--- src/rtl/tff_counter_gen.sv ---
// rtl/tff_counter_gen.sv - loadable multi-mode counter (up/down/bounce/Gray)
// with a registered one-cycle terminal-count pulse and bounce direction flag.
module tff_counter_gen #(
  parameter int WIDTH       = 4,
  parameter int MODULUS     = 10,
  parameter int RESET_VALUE = 0
) (
  input  logic             clk,
  input  logic             rst,
  input  logic             en,
  input  logic             load_n,
  input  logic [WIDTH-1:0] d,
  input  logic [1:0]       mode,
  output logic [WIDTH-1:0] q,
  output logic             tc,
  output logic             dir_up
);

  localparam logic [WIDTH:0]   MOD_W = (WIDTH+1)'(MODULUS);
  localparam logic [WIDTH-1:0] TOP   = WIDTH'(MODULUS - 1);
  localparam logic [WIDTH-1:0] RST_V = WIDTH'(RESET_VALUE);
  localparam logic [WIDTH-1:0] ONE   = WIDTH'(1);

  logic [WIDTH-1:0] r_cnt;
  logic             r_tc;
  logic             r_dir;

  logic [WIDTH-1:0] w_inc;
  logic [WIDTH-1:0] w_dec;
  logic             w_in_range;
  logic             w_d_in_range;
  logic [WIDTH-1:0] w_load_val;
  logic [WIDTH-1:0] w_cnt_nxt;
  logic             w_tc_nxt;
  logic             w_dir_nxt;

  assign w_inc        = r_cnt + ONE;
  assign w_dec        = r_cnt - ONE;
  // Compare one bit wider so MODULUS = 2^WIDTH never reads as out of range.
  assign w_in_range   = {1'b0, r_cnt} < MOD_W;
  assign w_d_in_range = {1'b0, d} < MOD_W;
  assign w_load_val   = (mode == 2'b11 || w_d_in_range) ? d : TOP;

  always_comb begin
    w_cnt_nxt = r_cnt;
    w_tc_nxt  = 1'b0;
    w_dir_nxt = r_dir;
    if (!load_n) begin
      w_cnt_nxt = w_load_val;
      w_dir_nxt = !(mode == 2'b10 && w_load_val == TOP);
    end else if (en) begin
      case (mode)
        2'b00: begin
          if (!w_in_range) begin
            w_cnt_nxt = '0;
          end else if (r_cnt == TOP) begin
            w_cnt_nxt = '0;
            w_tc_nxt  = 1'b1;
          end else begin
            w_cnt_nxt = w_inc;
          end
        end
        2'b01: begin
          if (!w_in_range) begin
            w_cnt_nxt = TOP;
          end else if (r_cnt == '0) begin
            w_cnt_nxt = TOP;
            w_tc_nxt  = 1'b1;
          end else begin
            w_cnt_nxt = w_dec;
          end
        end
        2'b10: begin
          if (!w_in_range) begin
            w_cnt_nxt = r_dir ? '0 : TOP;
          end else if (r_dir) begin
            // Already at the top while heading up (entered from another mode): turn around.
            if (r_cnt == TOP) begin
              w_cnt_nxt = w_dec;
              if (w_dec == '0) w_tc_nxt = 1'b1;
              else             w_dir_nxt = 1'b0;
            end else begin
              w_cnt_nxt = w_inc;
              if (w_inc == TOP) begin
                w_dir_nxt = 1'b0;
                w_tc_nxt  = 1'b1;
              end
            end
          end else begin
            if (r_cnt == '0) begin
              w_cnt_nxt = w_inc;
              if (w_inc == TOP) w_tc_nxt = 1'b1;
              else              w_dir_nxt = 1'b1;
            end else begin
              w_cnt_nxt = w_dec;
              if (w_dec == '0) begin
                w_dir_nxt = 1'b1;
                w_tc_nxt  = 1'b1;
              end
            end
          end
        end
        default: begin
          w_cnt_nxt = w_inc;
          w_tc_nxt  = (w_inc == '0);
        end
      endcase
    end
  end

  always_ff @(posedge clk) begin
    if (rst) begin
      r_cnt <= RST_V;
      r_tc  <= 1'b0;
      r_dir <= 1'b1;
    end else begin
      r_cnt <= w_cnt_nxt;
      r_tc  <= w_tc_nxt;
      r_dir <= w_dir_nxt;
    end
  end

  assign q      = (mode == 2'b11) ? (r_cnt ^ (r_cnt >> 1)) : r_cnt;
  assign tc     = r_tc;
  assign dir_up = r_dir;

endmodule

--- config.mk ---
export PLATFORM = sky130hd
export DESIGN_NAME = tff_counter_gen
export DESIGN_NICKNAME = d
export VERILOG_FILES = /design/src/rtl/tff_counter_gen.sv
export SDC_FILE = /design/constraint.sdc
export NUM_CORES = 1
export LEC_CHECK = 0
export BUFFER_PORTS_ARGS = -buffer_cell sky130_fd_sc_hd__buf_2
export CAP_MARGIN = 15
export CORE_MARGIN = 2
export CORE_UTILIZATION = 54
export DETAILED_ROUTE_END_ITERATION = 12
export PLACE_DENSITY = 0.8
export SLEW_MARGIN = 20
export SYNTH_ARGS = -nofsm -noshare
export SYNTH_HDL_FRONTEND = slang
export SYNTH_SLANG_ARGS = --single-unit
export TNS_END_PERCENT = 50
--- constraint.sdc ---
create_clock -name clk -period 2.15 [get_ports clk]
set_input_delay 0.43 -clock clk [delete_from_list [all_inputs] [get_ports clk]]
set_output_delay 0.43 -clock clk [all_outputs]
set_load 0.05 [all_outputs]
# [After elaboration in Yosys (flattened, before gate mapping)]
# Index checks and enable logic that the tools add are counted.
[word_totals] regBits=6 elab_cells=61 out_inout_bits=6 in_bits=10
[classes] bitwise=3 n_lt_le_gt_ge=2 addsub=2 n_eq_ne=9 muxes=33 n_reduce_logical=9
[ops] op="4-bit two-way mux" n=13
[ops] op="1-bit two-way mux" n=18
[ops] op="4-bit equality test, second input constant" n=3
[ops] op="4-bit zero test" n=3
[ops] op="4-bit one-hot mux with 3 select lines" n=1
[ops] op="4-bit < comparator, second input constant" n=2
[ops] op="4-bit by 1-bit adder with 4-bit output, second input constant" n=1
[ops] op="2-bit equality test, second input constant" n=2
[ops] op="2-bit by 1-bit != test with 1-bit output, second input constant" n=2
[ops] op="4-bit by 1-bit subtractor with 4-bit output, second input constant" n=1
[ops] op="4-bit by 3-bit bitwise XOR with 4-bit output" n=1
[ops] op="1-bit one-hot mux with 3 select lines" n=1
[ops] op="3-bit AND reduction" n=1
[ops] op="3-bit OR reduction" n=1
[ops] op="2-bit by 1-bit equality test with 1-bit output, second input constant" n=1
[ops] op="2-bit zero test" n=1
[ops] op="2-bit != test, second input constant" n=1
[ops] op="1-bit inverter" n=2
[ops] op="1-bit logical AND" n=1
[ops] op="1-bit zero test" n=1
[ops] op="1-bit logical OR" n=1

# [Logic depth before layout (Yosys ltp)]
[logic_depth] depth_word=9 mapped_depth=7 depth_no_buf=7

# [Worst setup path after synthesis]
# OpenSTA, ideal clock, no wires.
[synth_path] path_kind="input to output" from="input mode[1]" to="output q[0]" path_buffers=1 required_ns=1.720 setup_slack_ns=-0.161 stages=4 arrival_ns=1.881 cell_sequence="buf_2 > nand2_1 > inv_2 > o21ai_0"
[synth_between] elab_chain_len=2
[synth_lines] element="start: declaration" line="13" rtl="input logic [1:0] mode,"
[synth_lines] element="2-bit equality test" line="123" rtl="assign q = (mode == 2'b11) ? (r_cnt ^ (r_cnt >> 1)) : r_cnt;"
[synth_lines] element="4-bit two-way mux" line="123"
[synth_lines] element="end: declaration" line="14" rtl="output logic [WIDTH-1:0] q,"
# No other way between the ends.

# [Worst setup path after layout]
[layout_path] from="register r_cnt[2]" to="register r_cnt[1]"
[layout_between] elab_chain_len=7 word_cells_on_any_way=14 classes_between="1 x order compare; 1 x eq/ne; 11 x mux; 1 x reduce/logical"
[layout_lines] element="start: declaration" line="24" rtl="logic [WIDTH-1:0] r_cnt;"
[layout_lines] element="start signal: assignment" line="117" rtl="r_cnt <= w_cnt_nxt;"
[layout_lines] element="4-bit equality test or 4-bit zero test (tied branches)"
[layout_lines] element="4-bit two-way mux (on tied branches)" line="78, 90"
[layout_lines] element="4-bit two-way mux" line="76" rtl="end else if (r_dir) begin"
[layout_lines] element="4-bit two-way mux" line="74" rtl="if (!w_in_range) begin"
[layout_lines] element="4-bit one-hot mux with 3 select lines *" line="52" rtl="case (mode)"
[layout_lines] element="4-bit two-way mux *" line="51" rtl="end else if (en) begin"
[layout_lines] element="4-bit two-way mux *" line="48" rtl="if (!load_n) begin"
# Every way passes the cells marked *; elsewhere a longest branch is shown, timed or not. The select of a mux whose other input is x is not followed.
# A chain may end at the register's enable or synchronous reset.

==> results.sh <==
export IMPL_status="completed"
export IMPL_ys_flop_type="dfxtp_1"
export IMPL_io_buffers=15
export IMPL_synth_most_common_cell="nand2_1"
export IMPL_cp_end_kind="flop"
export IMPL_grt_overflow=0
export IMPL_antenna_found_initial=0
export IMPL_viasPerCell=6.84
export IMPL_power_frac_clock=0.246
export IMPL_synth_async_sr_flop_share=0
export IMPL_fin_crit_sh=0.914
export IMPL_cp_max_fo=6
export IMPL_cts_sinks=6
export IMPL_worstPathArrival_ns=2.14
export IMPL_max_freq_mhz=509
export IMPL_drive_gt1_frac=0.191
export IMPL_startpoint="r_cnt[2]"
export IMPL_hold_start="rst"
export IMPL_synth_nets=141
export IMPL_seq_area_um2=120
export IMPL_dieArea_um2=1970
export IMPL_route_detailed_drc=0
export IMPL_dr_pass1_iters=5
export IMPL_hold_viol=0
export IMPL_nFillCells=132
export IMPL_dieWidth_um=44.4
export IMPL_ff2ff_setup_slack_ns=0.19
export IMPL_cts_buffer_depth=2
export IMPL_vdd_drop_max_mv=0.275
export IMPL_syn_inst=121
export IMPL_hold_slack_ns=0.431
export IMPL_p_leak_uw=0.000434
export IMPL_place_inst=149
export IMPL_drtIter0Drc=83
export IMPL_synth_avg_cell_area_um2=7.28
export IMPL_htree_levels=1
export IMPL_stdcell_count=152
export IMPL_rows=14
export IMPL_ys_seq_area_frac=0.136
export IMPL_grt_max_degree=14
export IMPL_ios=16
export IMPL_synth_area_top_cells="ha_1 14%, dfxtp_1 14%, nand2_1 6.8%"
export IMPL_p_sw_uw=215
export IMPL_final_nets=158
export IMPL_tritoncts="built"
export IMPL_report_power_total_uw=476
export IMPL_maxSlewViolCount=0
export IMPL_worst_slew_pin_transition_ns=0.507
export IMPL_root_buffer="clkbuf_4"
export IMPL_place_gp_congestion=0.971
export IMPL_startpoint_type="flop"
export IMPL_antenna_left=0
export IMPL_holdBufCountCts=0
export IMPL_max_cap_viol_count=0
export IMPL_place_hpwl_um=1990
export IMPL_rr_startpoint="r_cnt[2]"
export IMPL_worstHoldPathCells=2
export IMPL_fin_crit_ns=1.96
export IMPL_sw_frac_of_total=0.451
export IMPL_yosys_area_top_type="ha_1"
export IMPL_path_clk_slew_ns=0.05
export IMPL_n_antenna_cell=0
export IMPL_relSlewSlack=0.662
export IMPL_syn_to_final_growth_pct=11.8
export IMPL_p_comb_frac=0.486
export IMPL_wirelength_um=2660
export IMPL_finalSetupTns_ns=0
export IMPL_finalSetupViolations=0
export IMPL_grt_pass1_wl_um=4130
export IMPL_fin_skew_ns=0.00403
export IMPL_synth_edf_count=0
export IMPL_numCtsBuffers=3
export IMPL_yosys_cell_types_count=47
export IMPL_vias=1039
export IMPL_worst_hold_path_endpoint="r_cnt[0]"
export IMPL_grt_pass1_vias=916
export IMPL_powerDensity_nw_per_um2=483
export IMPL_crit_type="flop to flop"
export IMPL_worst_r2r_endpoint="r_cnt[1]"
export IMPL_grt_usage=0.295
export IMPL_core_um2=1520
export IMPL_required_ns=2.33
export IMPL_wl_per_cell_um=17.5
export IMPL_hold_path_class="primary input to flop"
export IMPL_multi_input_area_um2=706
export IMPL_yosys_top_cells_count="16 x nand2_1, 10 x ha_1, 9 x a21oi_1, 9 x nor2_1, 8 x o21ai_0"
export IMPL_synth_seq_cells=6
export IMPL_p_seq_frac=0.269
export IMPL_grt_setup_unrepaired="false"
export IMPL_ys_warn_count=0
export IMPL_intPower_uw=261
export IMPL_yosys_area_top_type_share=0.142
export IMPL_clk_latency_ns=0.26
export IMPL_start_util=0.578
export IMPL_die_height_um=44.4
export IMPL_synth_area_um2=881
export IMPL_reg2reg_depth=7
==> worst max path at each step <==
stage                    end  slack [ns]  cells past startpoint
finish              r_cnt[1]        0.19                      7
CTS                   dir_up        0.14                      7
global route          dir_up        0.02                      7
global placement      dir_up        0.19                      7
detailed placement    dir_up        0.15                      7
floorplan               q[0]       -0.16                      4
==> routing by layer <==
layer	wire, um	track usage	vias up
li1	-	-	492
met1	1060	0.361	459
met3	257	0.0816	18
met2	1230	0.447	70
met5	0	0	-
met4	116	0.200	0
==> stage by stage <==
stage	cell area, um2	util	worst slack (ns)
final	985	0.646	0.186
after global routing	985	0.646	0.0199
after CTS	985	0.646	0.140
after detailed placement	962	0.631	0.146
after global placement	962	0.631	0.193
after floorplan	881	-	-0.161
==> flip-flops by register name, indices dropped and copies added (netlist names) <==
| register | flops |
|---|---|
| tc | 1 |
| r_cnt | 4 |
| dir_up | 1 |
==> area by class of cell <==
cell class,instances,area share
multi-input combinational,103,0.717
tap,16,0.0203
inverter,7,0.0267
timing repair buffer,17,0.0915
clock buffer,3,0.0229
sequential,6,0.122
==> worst max-delay path: stages (launching register included) <==
cell and delay [ns]:
dfxtp_1 0.38, inv_1 0.14, ha_1 0.28, a21oi_1 0.46
nand2_1 0.12, o211ai_1 0.20, a21oi_1 0.11, o21ai_1 0.19
==> layout by cell type, fill, tap and decap left out, types with 2 or more instances in the layout <==
cell / n
a31oi_1: 2
and3_1: 3
o22ai_1: 2
nor2_1: 9
buf_4: 2
dfxtp_1: 6
nand2b_1: 2
o2111ai_1: 4
inv_1: 4
o21ai_0: 8
a311oi_1: 2
ha_1: 10
a32oi_1: 2
a21oi_1: 9
o2bb2ai_1: 2
a21boi_1: 3
nand2_1: 16
o41ai_1: 2
o21ai_1: 3
clkbuf_4: 3
inv_2: 3
buf_2: 15
==> power groups by stage <==
stage	Clock [uW]	Sequential, uW	Combinational, uW
after floorplan	0	133	165
after global placement	0	130	221
after detailed placement	0	130	225
after CTS	116	128	226
after global routing	121	129	253
final	117	128	231
==> kinds of logic after synthesis <==
logic type	count (synthesis)	share of synthesized area
AO/OA/AOI/OAI	52	0.416
AND/OR/NAND/NOR	38	0.205
buffers and inverters	12	0.0625
adder cells (fa/ha/maj)	10	0.142
flip-flops	6	0.136
XOR/XNOR	3	0.0384
==> repair_timing <==
action                                  in CTS  in global routing
resized for setup                            0                  1
setup buffers                                0                  0
endpoints found under the setup margin       0                  1
(Power assumes the default switching activity.)
